$ cat config.mk
export PLATFORM = sky130hd
export DESIGN_NAME = adder4_sched
export DESIGN_NICKNAME = d
export VERILOG_FILES = /design/src/rtl/adder4_pkg.sv /design/src/rtl/adder4_sched_dly.sv /design/src/rtl/adder4_sched.sv
export SDC_FILE = /design/constraint.sdc
export NUM_CORES = 1
export LEC_CHECK = 0
export CORE_AREA = 5 5 163 165
export CTS_CLUSTER_DIAMETER = 80
export CTS_CLUSTER_SIZE = 16
export DETAILED_ROUTE_END_ITERATION = 12
export DIE_AREA = 0 0 168 170
export PLACE_DENSITY = 0.59
export SYNTH_ARGS = -nofsm -noshare
export SYNTH_HDL_FRONTEND = slang
export SYNTH_SLANG_ARGS = --single-unit
$ cat constraint.sdc
create_clock -name clk -period 5.5 [get_ports clk]
set_input_delay 0.55 -clock clk [delete_from_list [all_inputs] [get_ports clk]]
set_output_delay 0.55 -clock clk [all_outputs]
set_load 0.005 [all_outputs]
$ cat src/rtl/adder4_pkg.sv
// Shared constants, FSM state encoding and delay-line payload for the Adder_4 scheduler.
package adder4_pkg;

    localparam int unsigned DATA_W           = 24;
    localparam int unsigned TAG_W            = 4;
    localparam int unsigned SHIFT_DEPTH_DEF  = 6;
    localparam int unsigned STARVE_LIMIT_DEF = 8;

    localparam int unsigned KQ = 3329;
    localparam int unsigned DQ = 8380417;

    localparam logic MODE_KADD = 1'b0;
    localparam logic MODE_DSUB = 1'b1;

    typedef enum logic [1:0] {
        ST_IDLE,
        ST_DIRECT,
        ST_SHIFTED,
        ST_DRAIN
    } state_t;

    // Fields of a shifted op that must wait for the adder's delayed a-path
    typedef struct packed {
        logic [DATA_W-1:0] b;
        logic              mode;
        logic [TAG_W-1:0]  tag;
        logic              src;
    } dly_entry_t;

endpackage

$ cat src/rtl/adder4_sched_dly.sv
// Delay line that re-times b/mode/tag/src of shifted ops to meet the adder's delayed a.
// DEPTH must be at least 2.
module adder4_sched_dly
    import adder4_pkg::*;
#(
    parameter int unsigned DEPTH = SHIFT_DEPTH_DEF
) (
    input  logic       clk,
    input  logic       rst,
    input  logic       in_valid,
    input  dly_entry_t in_data,
    output logic       out_valid,
    output dly_entry_t out_data,
    output logic       empty
);

    logic [DEPTH-1:0] vld_q;
    dly_entry_t       data_q [DEPTH];

    // Only the valid bits need reset; payload is qualified by them
    always_ff @(posedge clk or negedge rst) begin
        if (!rst) begin
            vld_q <= '0;
        end else begin
            vld_q <= {vld_q[DEPTH-2:0], in_valid};
        end
    end

    always_ff @(posedge clk) begin
        data_q[0] <= in_data;
        for (int i = 1; i < int'(DEPTH); i++) begin
            data_q[i] <= data_q[i-1];
        end
    end

    assign out_valid = vld_q[DEPTH-1];
    assign out_data  = data_q[DEPTH-1];
    assign empty     = ~|vld_q;

endmodule

$ cat src/rtl/adder4_sched.sv
// Two-requester scheduler for one shared Adder_4: arbitration, d2ntt b-alignment
// and tagged registered results.
module adder4_sched
    import adder4_pkg::*;
#(
    parameter int unsigned SHIFT_DEPTH  = SHIFT_DEPTH_DEF,
    parameter int unsigned STARVE_LIMIT = STARVE_LIMIT_DEF
) (
    input  logic              clk,
    input  logic              rst,
    input  logic              rq0_valid,
    output logic              rq0_ready,
    input  logic [DATA_W-1:0] rq0_a,
    input  logic [DATA_W-1:0] rq0_b,
    input  logic              rq0_mode,
    input  logic              rq0_d2ntt,
    input  logic [TAG_W-1:0]  rq0_tag,
    input  logic              rq1_valid,
    output logic              rq1_ready,
    input  logic [DATA_W-1:0] rq1_a,
    input  logic [DATA_W-1:0] rq1_b,
    input  logic              rq1_mode,
    input  logic              rq1_d2ntt,
    input  logic [TAG_W-1:0]  rq1_tag,
    output logic [DATA_W-1:0] ad_a,
    output logic [DATA_W-1:0] ad_b,
    output logic              ad_mode,
    output logic              ad_sel_d2ntt,
    input  logic [DATA_W-1:0] ad_sum,
    output logic              res_valid,
    output logic [DATA_W-1:0] res_data,
    output logic [TAG_W-1:0]  res_tag,
    output logic              res_src
);

    localparam int unsigned CNT_W = $clog2(STARVE_LIMIT + 1);

    state_t            state_q, state_d;
    logic              rr_q;
    logic [CNT_W-1:0]  cnt_q [2];
    logic [DATA_W-1:0] a_q, b_q;
    logic              mode_q;

    logic [1:0]        valid, d2ntt, blocked, starved, compat, grant;
    logic              issue, gidx, g_mode, g_d2ntt;
    logic [DATA_W-1:0] g_a, g_b;
    logic [TAG_W-1:0]  g_tag;

    dly_entry_t        dly_in, dly_out;
    logic              dly_in_valid, dly_out_valid, dly_empty;

    adder4_sched_dly #(.DEPTH(SHIFT_DEPTH)) u_dly (
        .clk       (clk),
        .rst       (rst),
        .in_valid  (dly_in_valid),
        .in_data   (dly_in),
        .out_valid (dly_out_valid),
        .out_data  (dly_out),
        .empty     (dly_empty)
    );

    // Grant selection, next state and adder drive
    always_comb begin
        valid   = {rq1_valid, rq0_valid};
        d2ntt   = {rq1_d2ntt, rq0_d2ntt};
        blocked = '0;
        compat  = '0;
        state_d = state_q;

        case (state_q)
            ST_IDLE:    compat = valid;
            ST_DIRECT:  begin
                compat  = valid & ~d2ntt;
                blocked = valid & d2ntt;
            end
            ST_SHIFTED: begin
                compat  = valid & d2ntt;
                blocked = valid & ~d2ntt;
            end
            default:    compat = '0;
        endcase

        // A starved requester freezes grants until IDLE, where it wins outright
        starved = {rq1_valid && (cnt_q[1] >= CNT_W'(STARVE_LIMIT)),
                   rq0_valid && (cnt_q[0] >= CNT_W'(STARVE_LIMIT))};
        if (starved != 2'b00) begin
            compat = (state_q == ST_IDLE) ? starved : 2'b00;
        end
        if (!rst) begin
            compat = '0;
        end

        grant   = (compat == 2'b11) ? (rr_q ? 2'b10 : 2'b01) : compat;
        issue   = |grant;
        gidx    = grant[1];
        g_a     = gidx ? rq1_a     : rq0_a;
        g_b     = gidx ? rq1_b     : rq0_b;
        g_mode  = gidx ? rq1_mode  : rq0_mode;
        g_d2ntt = gidx ? rq1_d2ntt : rq0_d2ntt;
        g_tag   = gidx ? rq1_tag   : rq0_tag;

        case (state_q)
            ST_IDLE:    if (issue) state_d = g_d2ntt ? ST_SHIFTED : ST_DIRECT;
            ST_DIRECT:  if (!issue) state_d = ST_IDLE;
            ST_SHIFTED: if (!issue) state_d = ST_DRAIN;
            ST_DRAIN:   if (dly_empty) state_d = ST_IDLE;
            default:    state_d = ST_IDLE;
        endcase

        dly_in_valid = issue && g_d2ntt;
        dly_in       = '{b: g_b, mode: g_mode, tag: g_tag, src: gidx};

        // Completing shifted op owns b/mode; otherwise a direct issue, else hold
        ad_a    = issue ? g_a : a_q;
        ad_b    = b_q;
        ad_mode = mode_q;
        if (dly_out_valid) begin
            ad_b    = dly_out.b;
            ad_mode = dly_out.mode;
        end else if (issue && !g_d2ntt) begin
            ad_b    = g_b;
            ad_mode = g_mode;
        end

        ad_sel_d2ntt = (state_q == ST_SHIFTED) || (state_q == ST_DRAIN) || (issue && g_d2ntt);
        rq0_ready    = grant[0];
        rq1_ready    = grant[1];
    end

    always_ff @(posedge clk or negedge rst) begin
        if (!rst) begin
            state_q   <= ST_IDLE;
            rr_q      <= 1'b0;
            cnt_q[0]  <= '0;
            cnt_q[1]  <= '0;
            a_q       <= '0;
            b_q       <= '0;
            mode_q    <= 1'b0;
            res_valid <= 1'b0;
            res_data  <= '0;
            res_tag   <= '0;
            res_src   <= 1'b0;
        end else begin
            state_q <= state_d;
            if (issue) begin
                rr_q <= ~gidx;
            end
            for (int i = 0; i < 2; i++) begin
                if (grant[i]) begin
                    cnt_q[i] <= '0;
                end else if (blocked[i] && (cnt_q[i] < CNT_W'(STARVE_LIMIT))) begin
                    cnt_q[i] <= cnt_q[i] + CNT_W'(1);
                end
            end
            a_q       <= ad_a;
            b_q       <= ad_b;
            mode_q    <= ad_mode;
            res_valid <= dly_out_valid || (issue && !g_d2ntt);
            res_data  <= ad_sum;
            res_tag   <= dly_out_valid ? dly_out.tag : g_tag;
            res_src   <= dly_out_valid ? dly_out.src : gidx;
        end
    end

endmodule

[Yosys cells after proc, flatten, opt, wreduce, memory -nomap -nowiden]
Memories as Yosys holds them, arrays and structs flattened.
Index checks and enable logic that the tools add are counted.
Word-level totals
  register bits after elaboration: 96
  memory bits (writable): 180
  input bits: 136
  output and inout bits: 82
  logic and storage cells: 77
  memories kept: 1
Memories
  u_dly.data_q: depth 6, bits a word 30, rd ports 6, clocked after Yosys merged registers in 0, wr ports 6, RTL line adder4_sched_dly.sv:18  | dly_entry_t data_q [DEPTH];
Cells by class
  add/subtract/negate cells: 2
  order comparisons: 4
  equality and inequality tests: 8
  multiplexer cells: 29
  bitwise gates (word level): 4
  reductions and logical operators: 17
Operators by type and width (number)
  two-way mux 24 bit: 5
  two-way mux 4 bit: 6
  two-way mux 2 bit: 10
  adder 4 x 1 -> 4 bit, second input constant: 2
  greater-or-equal comparator 4 bit, second input constant: 2
  < comparator 4 bit, second input constant: 2
  inequality test 2 bit, second input constant: 4
  one-hot mux 2 bit (4 select lines): 1
  == test 2 bit, second input constant: 3
  logical AND 1 bit: 6
  one-hot mux 2 bit (3 select lines): 1
  nonzero test 2 bit: 3
  OR reduction 6 bit: 1
  two-way mux 1 bit: 5
  bitwise AND 2 bit: 2
  one-hot mux 2 bit (2 select lines): 1
  AND reduction 4 bit: 1
  logical OR 1 bit: 3
  == test 2 x 1 -> 1 bit, second input constant: 1
  zero test 2 bit: 1
  inverter 2 bit: 1
  OR reduction 2 bit: 1
  zero test 1 bit: 1
  inverter 1 bit: 1

[Depth between registers and ports, before layout]
  depth after elaboration: 12
  gate-level depth with buffers: 11
  gate-level depth less buffers: 8

[Hierarchy]
Synthesis repeated with hierarchy kept, for this count alone.
Second synthesis, totals
  cells, all modules: 600
  area total of the unflattened synthesis: 8152.8 sq um
By module, submodules not included
  adder4_sched: times used 1, cells each 412, area an instance 4381.7 sq um, seq. area each 2252.2 sq um
  adder4_sched_dly: times used 1, cells each 188, area an instance 3771.1 sq um, seq. area each 3753.6 sq um

[Worst setup path before layout]
Ideal clock, no wire load.
  kind: flip-flop to output port
  start point: register state_q[0]
  end point: output port ad_a[10]
  arrival: 2.170 ns
  required time: 4.950 ns
  setup slack: 2.780 ns
  cell stages (with the launch flop): 11
  buffers on the path: 3
  cell sequence: dfrtp_1 inv_1 ha_1 mux2_4 o221a_4 or2_1 buf_6 buf_8 buf_6 mux2i_1 o21ai_1
On the way
  cells in the longest elaborated chain, start to end: 8
  elaborated cells on any way between the ends: 12
  classes of those cells: eq/ne (3); mux (7); reduce/logical (2)
Ends and longest elaborated chain
  start, declared: RTL line adder4_sched.sv:38  | state_t state_q, state_d;
  start signal, assigned: RTL line adder4_sched.sv:144  | state_q <= state_d;
  == test 2 bit, or another cell as far along: RTL line adder4_sched.sv:70  | case (state_q)
  one-hot mux 2 bit (3 select lines) or two-way mux 2 bit (tied branches): RTL line adder4_sched.sv:70, adder4_sched.sv:87
  two-way mux 2 bit (*): RTL line adder4_sched.sv:86  | if (starved != 2'b00) begin
  two-way mux 2 bit (*): RTL line adder4_sched.sv:89  | if (!rst) begin
  == test 2 bit: RTL line adder4_sched.sv:93  | grant = (compat == 2'b11) ? (rr_q ? 2'b10 : 2'b01) : compat;
  two-way mux 2 bit (*): RTL line adder4_sched.sv:93
  two-way mux 24 bit or OR reduction 2 bit (tied branches): RTL line adder4_sched.sv:96, adder4_sched.sv:94
  two-way mux 24 bit (*): RTL line adder4_sched.sv:114  | ad_a = issue ? g_a : a_q;
  end, declared: RTL line adder4_sched.sv:25  | output logic [DATA_W-1:0] ad_a,
Every way passes the cells marked *; elsewhere a longest branch is shown, timed or not.

[Worst setup path in the final report]
  start point: register state_q[0]
  end point: output port ad_b[20]
On the way
  cells in the longest elaborated chain, start to end: 11
  elaborated cells on any way between the ends: 16
  classes of those cells: eq/ne (3); mux (9); reduce/logical (4)
Ends and longest elaborated chain
  == test 2 bit, or another cell as far along: RTL line adder4_sched.sv:70
  one-hot mux 2 bit (3 select lines) or two-way mux 2 bit (tied branches): RTL line adder4_sched.sv:70, adder4_sched.sv:87
  two-way mux 2 bit (*): RTL line adder4_sched.sv:86
  two-way mux 2 bit (*): RTL line adder4_sched.sv:89
  == test 2 bit: RTL line adder4_sched.sv:93
  two-way mux 2 bit (*): RTL line adder4_sched.sv:93
  two-way mux 1 bit: RTL line adder4_sched.sv:99  | g_d2ntt = gidx ? rq1_d2ntt : rq0_d2ntt;
  zero test 1 bit: RTL line adder4_sched.sv:120  | end else if (issue && !g_d2ntt) begin
  logical AND 1 bit: RTL line adder4_sched.sv:120
  two-way mux 24 bit (*): RTL line adder4_sched.sv:120
  two-way mux 24 bit (*): RTL line adder4_sched.sv:117  | if (dly_out_valid) begin
  end, declared: RTL line adder4_sched.sv:26  | output logic [DATA_W-1:0] ad_b,
Marks and branches as above.

==> impl_metrics.py <==
metrics = {
    "sta": {
        "hold_viol": 0,
        "worst_clock_skew_ps": 14.9,
        "tns_ps": 0,
        "finalCriticalPeriod_ps": 4490,
        "rsz0062_at_grt": "no",
        "slew_headroom": 0.424,
        "worst_slew_pin_slew_ps": 863,
        "slew_viol_final": 0,
        "period_share": 0.817,
        "max_freq_mhz": 222,
        "setup_violations": 0,
        "whs_ps": 45.7,
    },
    "drt": {
        "ant_nets": 0,
        "avgViaCountPerCell": 4.36,
        "drtPass1Iterations": 4,
        "wire_per_inst_um": 16.3,
        "wl_mm": 20.1,
        "via_count": 5368,
        "drt_iter0_markers": 266,
        "drcViolationCount": 0,
    },
    "cts": {
        "clock_latency_ps": 500,
        "clock-root-buffer": "clkbuf_16",
        "cts_buffer_depth": 3,
        "clk_pin_slew_ps": 70,
        "hold_buffers": 0,
        "h-tree-depth": 1,
        "cts_setup_buffers": 0,
        "numCtsBuffers": 21,
        "tritoncts": "built",
        "clock_sinks": 276,
        "ctsResizeCount": 0,
    },
    "global_route": {
        "gr-usage-all-layers": 0.139,
        "grt_antenna_before_repair": 1,
        "use_met2": 0.244,
        "grt_max_degree": 64,
        "grt_pass1_wl_mm": 31.7,
        "use_met3": 0.0216,
        "first_global_vias": 5663,
        "gr-total-overflow": 0,
        "met1_usage": 0.177,
        "grt-busiest-layer": "met2",
    },
    "synth": {
        "syn_nets": 812,
        "ys_warn_count": 0,
        "synthesis.area_sq_um": 8530,
        "synth-edff-count": 0,
        "ys_top_cells_by_area": "dfxtp_1 (42%), dfrtp_1 (28%), mux2i_1 (6.2%), nand2_1 (4.7%), o221a_1 (3.3%)",
        "synth_cell_type_count": 45,
        "synth_seq_cells": 276,
        "async_flop_share": 0.348,
        "synth_cells": 668,
        "syn_avg_cell_area_sq_um": 12.8,
        "seq_area_frac_synth": 0.704,
        "ys_top_cells_by_count": "dfxtp_1 (180), nand2_1 (106), dfrtp_1 (96), nor2_1 (65), mux2i_1 (53)",
        "synth_area_leader_cell": "dfxtp_1",
        "ys.flop_type": "dfxtp_1",
        "synth_top_cell_area_share": 0.423,
        "yosysMostFrequentCell": "dfxtp_1",
    },
    "critical_path": {
        "crit_path_max_incr_delay_ps": 670,
        "crit_fanout": 15,
        "reg2reg_to": "res_tag[0]",
        "crit_required_ps": 4950,
        "r2r_cells": 8,
        "crit_chain": "inv_1 -> ha_1 -> mux2_1 -> o221ai_1 -> nor3b_2 -> o31ai_4 -> buf_4 -> o221a_1 -> clkdlybuf4s50_1",
        "start_kind": "flip-flop",
        "cp_data_arrival_time_ps": 3940,
        "reg2reg_slack_ps": 2440,
        "r2r-start": "state_q[0]",
        "crit_buf_inv": 3,
        "crit_family": "compound AO/OA/AOI/OAI gates",
        "critical_path_class": "flip-flop to output pin",
        "cp-end-kind": "output pin",
        "cp_slowest_cell": "o31ai_4",
    },
    "cells_and_area": {
        "fill_cells": 2281,
        "area_growth_pct": 35.9,
        "multi_input_area_sq_um": 2290,
        "register_area_sq_um": 6010,
        "layout.nets": 1030,
        "fin_util": 0.466,
        "final_layout_size_suffix_gt1_frac": 0.0589,
    },
    "power": {
        "leakagePower_uw": 0.00511,
        "powerDensity_nw_per_um2": 494,
        "ir_worst_vdd_v": 0.000183,
        "power_uw": 5730,
    },
    "floorplanning": {
        "core_sq_um": 24900,
        "fp.dieH_um": 170,
        "die_w_um": 168,
        "rows": 58,
        "dieArea_sq_um": 28600,
        "start_util": 0.343,
        "io_pins": 218,
    },
    "placed_design": {
        "io_buffers": 217,
        "gp_congestion": 0.738,
        "place_hpwl_mm": 13.5,
    },
    "hold_path": {
        "hp-class": "input pin to async pin",
    },
    "run_status": {
        "status": "finished clean",
    },
    "run": {
        "drv_cap": 0,
    },
}
[layout by cell type (no fill, tap or decap), drive strengths merged, types with 2 or more instances in the layout]
master and n:
a21oi 2, mux2i 53, clkdlybuf4s50 216, xor2 2, xnor2 2, a211oi 2, dfxtp 180, a41oi 2
dfrtp 96, nor3 2, o21ai 27, clkinv 2, clkbuf 34, nand2 106, ha 8, mux2 10
or2 2, nor2 65, nand2b 26, inv 8, o31ai 2, o221a 28, buf 10, and2 4
[power breakdown]
group / leakage (uW) / internal (uW) / total (uW) / switching (uW)
Combinational: 0.00216 / 902 / 1650 / 749
Clock: 0.000287 / 722 / 1390 / 673
Sequential: 0.00267 / 2540 / 2680 / 140
[worst max path at each step]
| stage | start | endpoint | slack, ps | cells after the start |
|---|---|---|---|---|
| floorplan | state_q[0] | ad_a[10] | 2780 | 10 |
| global route | state_q[0] | ad_b[20] | 780 | 9 |
| global placement | rq1_valid | ad_b[21] | 1220 | 8 |
| CTS | state_q[0] | ad_b[21] | 930 | 9 |
| finish | state_q[0] | ad_b[20] | 1010 | 9 |
| detailed placement | rq1_valid | ad_b[19] | 1150 | 8 |
[worst register-to-register path: cells and delay by family (launching register included)]
kind | cells | cell delay [ps]
buf+inv | 2 | 440
fa+ha+maj | 1 | 300
mux | 3 | 980
flops | 1 | 450
compound gates | 1 | 320
simple gates | 1 | 440
[metrics by stage]
step	setup slack, ps	cell area, sq um	std cells
6_report	1010	11600	1231
5_1_grt	783	11600	1231
4_1_cts	931	11600	1230
3_5_place_dp	1150	11000	1193
3_3_place_gp	1220	11000	1193
2_1_floorplan	2780	8530	668
[per-layer routing]
metal | share of wire | vias up | wire length (um)
li1 | - | 2651 | -
met1 | 0.43 | 2579 | 8590
met2 | 0.51 | 102 | 10300
met3 | 0.035 | 36 | 710
met4 | 0.025 | 0 | 497
met5 | 0 | - | 0
[state kept, by name, indices dropped and copies added (netlist names)]
register / flops
res_valid: 1
a_q: 24
rr_q: 1
res_tag: 4
b_q: 24
res_data: 24
state_q: 2
u_dly.data_q: 180
mode_q: 1
res_src: 1
cnt_q: 8
u_dly.vld_q: 6
[logic make-up (layout without fill, tap and decap cells)]
kind of cell             count (synthesis)  after routing  share of synthesized area
AO/OA/AOI/OAI                           70             70                     0.0712
XOR/XNOR                                 4              4                    0.00411
adder cells (fa/ha/maj)                  8              8                     0.0117
buffers and inverters                   38            270                     0.0273
flip-flops                             276            276                      0.704
multiplexers                            63             63                     0.0776
other                                    0              1                          0
AND/OR/NAND/NOR                        209            209                      0.104
[cell type report]
type	instances	share of cell area
Inverter	7	0.00227
Antenna cell	1	0.000216
Tap cell	330	0.0356
Clock inverter	3	0.00227
Clock buffer	34	0.0496
Timing Repair Buffer	226	0.194
Multi-Input combinational cell	354	0.198
Sequential cell	276	0.518
Note: power is estimated with default switching activity, not from simulation.
